--- config.mk ---
export PLATFORM = sky130hd
export DESIGN_NAME = spi_slave_if
export DESIGN_NICKNAME = d
export VERILOG_FILES = /design/src/rtl/spi_slave_if.sv
export SDC_FILE = /design/constraint.sdc
export NUM_CORES = 1
export LEC_CHECK = 0
export ABC_AREA = 1
export BUFFER_PORTS_ARGS = -buffer_cell sky130_fd_sc_hd__clkbuf_2
export CAP_MARGIN = 20
export CORE_UTILIZATION = 45
export DETAILED_ROUTE_END_ITERATION = 8
export PLACE_DENSITY = 0.77
export SLEW_MARGIN = 20
export SYNTH_ARGS = -nofsm -noshare
export SYNTH_HDL_FRONTEND = slang
export SYNTH_SLANG_ARGS = --single-unit
--- constraint.sdc ---
create_clock -name clk -period 1.8 [get_ports clk]
set_clock_uncertainty 0.15 [all_clocks]
set_input_delay 0.36 -clock clk [delete_from_list [all_inputs] [get_ports clk]]
set_output_delay 0.36 -clock clk [all_outputs]
set_load 0.1 [all_outputs]
--- src/rtl/spi_slave_if.sv ---
`default_nettype none
// ============================================================================
// Module   : spi_slave_if
// Brief    : SPI mode-0 responder, pins resynchronised into the clk domain
// Revision : 1.0 - initial release
// ============================================================================
module spi_slave_if #(
    parameter int                DATA_W    = 8,
    parameter logic [DATA_W-1:0] IDLE_WORD = {DATA_W{1'b1}}
) (
    input  logic              clk,
    input  logic              rst,
    input  logic              sclk,
    input  logic              cs_n,
    input  logic              mosi,
    output logic              miso,
    output logic              miso_oe,
    input  logic [DATA_W-1:0] tx_data,
    input  logic              tx_valid,
    output logic              tx_ready,
    output logic [DATA_W-1:0] rx_data,
    output logic              rx_valid,
    output logic              underrun,
    output logic              busy
);

    localparam int                 c_CNT_W  = $clog2(DATA_W);
    localparam logic [c_CNT_W-1:0] c_LAST   = c_CNT_W'(DATA_W - 1);
    localparam logic [0:0]         c_IDLE   = 1'b0;
    localparam logic [0:0]         c_ACTIVE = 1'b1;

    logic              r_sclk_s1, r_sclk_s2, r_sclk_d;
    logic              r_cs_s1, r_cs_s2, r_cs_d;
    logic              r_mosi_s1, r_mosi_s2;
    logic [0:0]        r_state, w_state_nxt;
    logic [c_CNT_W-1:0] r_bit_cnt;
    logic              r_word_done;
    logic [DATA_W-1:0] r_tx_shift;
    logic [DATA_W-2:0] r_rx_shift;
    logic [DATA_W-1:0] r_tx_buf;
    logic              r_tx_full;
    logic              w_sclk_rise, w_sclk_fall, w_cs_fall, w_cs_rise;
    logic              w_load, w_shift, w_sample, w_abort, w_accept;
    logic [DATA_W-1:0] w_load_word;
    logic [DATA_W-1:0] w_rx_word;

    assign w_sclk_rise = r_sclk_s2 & ~r_sclk_d;
    assign w_sclk_fall = ~r_sclk_s2 & r_sclk_d;
    assign w_cs_fall   = ~r_cs_s2 & r_cs_d;
    assign w_cs_rise   = r_cs_s2 & ~r_cs_d;

    assign tx_ready    = ~r_tx_full;
    assign w_accept    = tx_valid & ~r_tx_full;
    assign w_load_word = r_tx_full ? r_tx_buf : IDLE_WORD;
    assign w_rx_word   = {r_rx_shift, r_mosi_s2};
    assign busy        = (r_state == c_ACTIVE);

    always_ff @(posedge clk) begin
        if (rst) r_state <= c_IDLE;
        else     r_state <= w_state_nxt;
    end

    // cs_rise takes priority over any sclk edge seen in the same cycle
    always_comb begin
        w_state_nxt = r_state;
        w_load      = 1'b0;
        w_shift     = 1'b0;
        w_sample    = 1'b0;
        w_abort     = 1'b0;
        case (r_state)
            c_IDLE: begin
                if (w_cs_fall) begin
                    w_state_nxt = c_ACTIVE;
                    w_load      = 1'b1;
                end
            end
            c_ACTIVE: begin
                if (w_cs_rise) begin
                    w_state_nxt = c_IDLE;
                    w_abort     = 1'b1;
                end else begin
                    w_sample = w_sclk_rise;
                    if (w_sclk_fall) begin
                        if (r_word_done) w_load  = 1'b1;
                        else             w_shift = 1'b1;
                    end
                end
            end
            default: w_state_nxt = c_IDLE;
        endcase
    end

    always_ff @(posedge clk) begin
        if (rst) begin
            r_sclk_s1   <= 1'b0;
            r_sclk_s2   <= 1'b0;
            r_sclk_d    <= 1'b0;
            r_cs_s1     <= 1'b1;
            r_cs_s2     <= 1'b1;
            r_cs_d      <= 1'b1;
            r_mosi_s1   <= 1'b0;
            r_mosi_s2   <= 1'b0;
            r_bit_cnt   <= '0;
            r_word_done <= 1'b0;
            r_tx_shift  <= '0;
            r_rx_shift  <= '0;
            r_tx_buf    <= '0;
            r_tx_full   <= 1'b0;
            miso        <= 1'b0;
            miso_oe     <= 1'b0;
            rx_data     <= '0;
            rx_valid    <= 1'b0;
            underrun    <= 1'b0;
        end else begin
            r_sclk_s1 <= sclk;
            r_sclk_s2 <= r_sclk_s1;
            r_sclk_d  <= r_sclk_s2;
            r_cs_s1   <= cs_n;
            r_cs_s2   <= r_cs_s1;
            r_cs_d    <= r_cs_s2;
            r_mosi_s1 <= mosi;
            r_mosi_s2 <= r_mosi_s1;
            rx_valid  <= 1'b0;
            underrun  <= 1'b0;

            // A load in the same cycle as an accept sees the buffer as it was
            if (w_accept) r_tx_buf <= tx_data;
            if (w_load)        r_tx_full <= w_accept;
            else if (w_accept) r_tx_full <= 1'b1;

            if (w_load) begin
                r_tx_shift  <= w_load_word;
                miso        <= w_load_word[DATA_W-1];
                underrun    <= ~r_tx_full;
                miso_oe     <= 1'b1;
                r_word_done <= 1'b0;
            end

            if (w_shift) begin
                r_tx_shift <= {r_tx_shift[DATA_W-2:0], 1'b0};
                miso       <= r_tx_shift[DATA_W-2];
            end

            if (w_sample) begin
                r_rx_shift <= w_rx_word[DATA_W-2:0];
                if (r_bit_cnt == c_LAST) begin
                    rx_data     <= w_rx_word;
                    rx_valid    <= 1'b1;
                    r_bit_cnt   <= '0;
                    r_word_done <= 1'b1;
                end else begin
                    r_bit_cnt <= r_bit_cnt + 1'b1;
                end
            end

            if (w_abort) begin
                r_bit_cnt   <= '0;
                r_word_done <= 1'b0;
                r_rx_shift  <= '0;
                miso_oe     <= 1'b0;
                miso        <= 1'b0;
            end
        end
    end

endmodule
`default_nettype wire

---- Word level (Yosys, flattened, before mapping) ----
Cells that the tools add are included.
cells by class
  reduce and logical (&&, ||, !) cells .... 7
  bitwise operators ....................... 13
  muxes and demuxes ....................... 27
  eq/ne operators ......................... 1
  $add $sub $neg .......................... 1
operators with widths
  cell                   count
  $mux W1                21
  $mux W7                2
  $mux W8                1
  $not A1 Y1             8
  $reduce_or A2 Y1       4
  $and A1 B1 Y1          5
  $pmux W1 S2            2
  $reduce_bool A2 Y1     2
  $add A3 B1 Y3 const B  1
  $eq A3 B3 Y1 const B   1
  $mux W3                1
  $reduce_and A2 Y1      1
storage, ports and cells
  bits in registers ....................... 48
  word-level logic and storage cells ...... 70

---- Logic depth before layout (Yosys ltp) ----
  word-level depth ........................ 8
  gate-level depth with buffers ........... 9

---- Worst setup path before layout ----
OpenSTA, ideal clock, no wires.
  kind .................................... register to register
  start point ............................. register r_state, in the netlist busy
  end point ............................... register r_rx_shift[3]
  arrival time ............................ 1.818 ns
  period minus slack after synthesis ...... 2.094 ns
  required time ........................... 1.524 ns
  stages on the path, launching flop included .. 7
  setup time .............................. 0.126 ns
  path buffers ............................ 1
  path slack .............................. -0.294 ns
  cell sequence ........................... dfxtp_1 > inv_1 > a21oi_2 > nand2_2 > clkbuf_1 > o21ai_0 > a21oi_1
between the ends
  cells in the longest elaborated chain, start to end .. 2
  elaborated cells on any way between the ends .. 3
RTL lines
  what                               RTL line  text
  from (decl)                        35        logic [0:0] r_state, w_state_nxt;
  from (signal assigned)             59        if (rst) r_state <= c_IDLE;
  from (signal assigned)             60        else r_state <= w_state_nxt;
  $mux W1                            70        case (r_state)
  $reduce_or A2 Y1 (no source line)  --
  to (signal assigned)               145       r_rx_shift <= w_rx_word[DATA_W-2:0];
  to (decl)                          39        logic [DATA_W-2:0] r_rx_shift;
Several ways; a longest one is shown, not always the timed one.
A chain may end at the register's enable or synchronous reset.

---- Final worst setup path ----
  start point ............................. register r_tx_full
  end point ............................... output port tx_ready
between the ends
  cells in the longest elaborated chain, start to end .. 1
RTL lines
  what                    RTL line  text
  from (decl)             41        logic r_tx_full;
  from (signal assigned)  128       if (w_load) r_tx_full <= w_accept;
  $not A1 Y1              52        assign tx_ready = ~r_tx_full;
  to (decl)               20        output logic tx_ready,
Every way passes these cells.

==> metrics <==
drt first pass iters 4; CTS resizes 0; global-route usage over all layers 0.188; Crit Reg-Reg Endpoint rx_data[4]$_SDFFE_PP0P_; syn_area_per_cell roughly 7.6 µm²; top post-synthesis cells by area dfxtp_1, nor2_1, o21ai_0; Initial Utilization 0.487; Core Region 0.00380 mm²; CP Class reg2out; Min-Delay Endpoint r_mosi_s1$_SDFF_PP0_; Clk pwr share 0.421; largest family of logic cells by synthesized area simple AND/OR/NAND/NOR gates; fin crit share 0.912; cell taking the most area after synthesis dfxtp_1; Worst-Margin Slew 545 ps; vias in the first global route 1436; DRC 0; global placement routability congestion 0.811; Net Count, Synth 258; hold buffers post-CTS 0; Slew Limit Fails 0; vias per cell around 4.7; CTS Buf Count 5; share of layout cells above drive strength 1 0.189; drt initial violations 43; crit-path max FO 6; register area share after synthesis 0.520; Final setup viols 0; ys flop type dfxtp_1; sequential share of power 0.509; Final Hold Fails 0; Reg2Reg Setup Slack 220 ps; Comb power frac 0.070; largest net degree at the start of global routing 23; Critical path buffers and inverters 2; # H-tree levels 2; setup TNS 0 ps; cell count after synthesis approximately 240; flops & latches, synth 48; CTS Sinks 48; most frequent cell after synthesis nor2_1; synth unique cells 23; EDFF count, synth 0; post-synth top area share 0.520; CTS tree done; post-CTS setup buffers 0; status completed; Adder-Cell Fraction of Synth Area 0.0135; internal power 0.00170 W; Hold Path Depth 3; Synth Area in Simple Gates 0.257; global-route wire length before repair 6290 µm; IO Pins 28; Hold Path Origin mosi; Max-cap violations 0; Placed Cells 315; multiplexer share of the synthesized area 0; Compound-Gate Fraction of Synth Area 0.128; crit path cell chain inv_1, buf_4; power per cell area 998 mW/mm²; crit end category output pin; FMAX 609 MHz; max_slew headroom 0.638; initial antenna violation count 0; CP Launch Type flop; Max VDD drop about 0.74 mV; GR Overflow Total 0; Area Growth Syn to Fin 18.1%; Worst path max stage delay 460 ps; P_leak 1.06 nW; CTS root buffer clkbuf_8; worst r2r src r_cs_d$_SDFF_PP1_; final WL approximately 3600 µm; RSZ-0062 raised after global routing no; nets 290; CP max-delay cell dfxtp_1; Final ANT Viol Nets 0; row count 22; Die X 66.1 µm; switching share of power 0.219; clk buf depth 2; via count 1510; Synth top cells by count nor2_1, dfxtp_1, o21ai_0, inv_1, nand2_1; Async SR Flop Fraction 0; Net Sw Power around 0.00048 W; Worst EP required 1290 ps; clock-pin slew on the worst setup and hold paths 90 ps; DR WL/cell 11.1 µm; synthesized area 0.00185 mm²; dpl hpwl 2410 µm; Ys Warns 0; Die H 66.1 µm; clock latency on the worst-skew pair 300 ps; reg2reg path depth 7; min cycle time layout 1640 ps; worst hold path class in2reg; Synth Area in XOR/XNOR 0; die area about 0.0044 mm²; Worst EP arrival 1130 ps; Layout Cells excl Fill 323; ANT cells 0; port bufs 27; critical path's top delay family flip-flops
state kept, by name (all words and copies together), names as in the netlist, 3 cells and up:
register and flops:
r_tx_shift 7, r_bit_cnt 3, r_rx_shift 7, rx_data 8, r_tx_buf 8
worst max path at each step:
stage	start	end	slack, ps	cells after the start
2_1_floorplan	busy$_SDFF_PP0_	r_rx_shift[3]$_SDFFE_PP0P_	60	6
3_3_place_gp	r_cs_d$_SDFF_PP1_	rx_data[7]$_SDFFE_PP0P_	330	7
3_5_place_dp	r_cs_d$_SDFF_PP1_	rx_data[4]$_SDFFE_PP0P_	260	7
4_1_cts	miso$_SDFFE_PP0P_	miso	150	1
5_1_grt	r_cs_d$_SDFF_PP1_	rx_data[0]$_SDFFE_PP0P_	30	7
6_report	r_tx_full$_SDFFE_PP0P_	tx_ready	160	2
through the flow:
stage	total power [W]	util	cell area (µm²)	hold WS [ps]	worst slack, ps
after floorplan	0.00124	-	1850	238	60.3
after global placement	0.00128	0.539	2050	240	333
after detailed placement	0.00129	0.539	2050	244	261
after CTS	0.00219	0.575	2180	84.0	153
after global routing	0.00226	0.575	2180	78.9	30.6
final	0.00218	0.575	2180	87.1	159
layout by cell type, fill, tap and decap left out, types with 2 or more instances in the layout:
cell       Yosys  final
nor2_1        58     58
dfxtp_1       48     47
o21ai_0       29     29
inv_1         28     28
clkbuf_2       0     26
nand2_1       25     25
a21oi_1       13     13
nand3_1        9      9
clkbuf_8       0      5
buf_4          0      5
nand3b_1       4      4
inv_2          3      3
nand2_2        3      3
or2_0          3      3
or2_2          2      2
nand2_4        2      2
o21ai_1        2      2
ha_1           2      2
bufinv_16      0      2
cell type report:
type / instances / area [µm²]
Multi-Input combinational cell: 156 / 737
Clock buffer: 5 / 68.8
Sequential cell: 48 / 962
Tap cell: 48 / 60.1
Clock inverter: 3 / 68.8
Fill cell: 357 / 1610
Inverter: 32 / 120
Timing Repair Buffer: 31 / 168
worst register-to-register path, cell delays in order (launching register included):
cell and delay [ps]:
dfxtp_1 350, inv_1 60, a21oi_2 200, nand2_2 200
nor2_4 220, inv_2 120, nor2_1 120, nor2_1 60
logic make-up after synthesis:
family	count (synthesis)
and+or+nand+nor	108
DFF	48
AOI/OAI and AO/OA	46
buffers and inverters	38
adders and majority gates	2
power by group through the flow:
stage / Sequential, W / Clock (W) / Combinational [W]
after floorplan: 0.00115 / 0 / 0.0000940
after global placement: 0.00113 / 0 / 0.000150
after detailed placement: 0.00113 / 0 / 0.000152
after CTS: 0.00111 / 0.000931 / 0.000154
after global routing: 0.00111 / 0.000976 / 0.000173
final: 0.00111 / 0.000918 / 0.000153
per-layer routing:
metal | up-vias | track usage | wire length (µm)
met1 | 659 | 0.261 | 1870
li1 | 822 | - | -
met4 | 0 | 0.0665 | 55
met2 | 24 | 0.282 | 1550
met5 | - | 0 | 0
met3 | 5 | 0.0483 | 111
No activity file was read; power rests on OpenSTA's default activity.
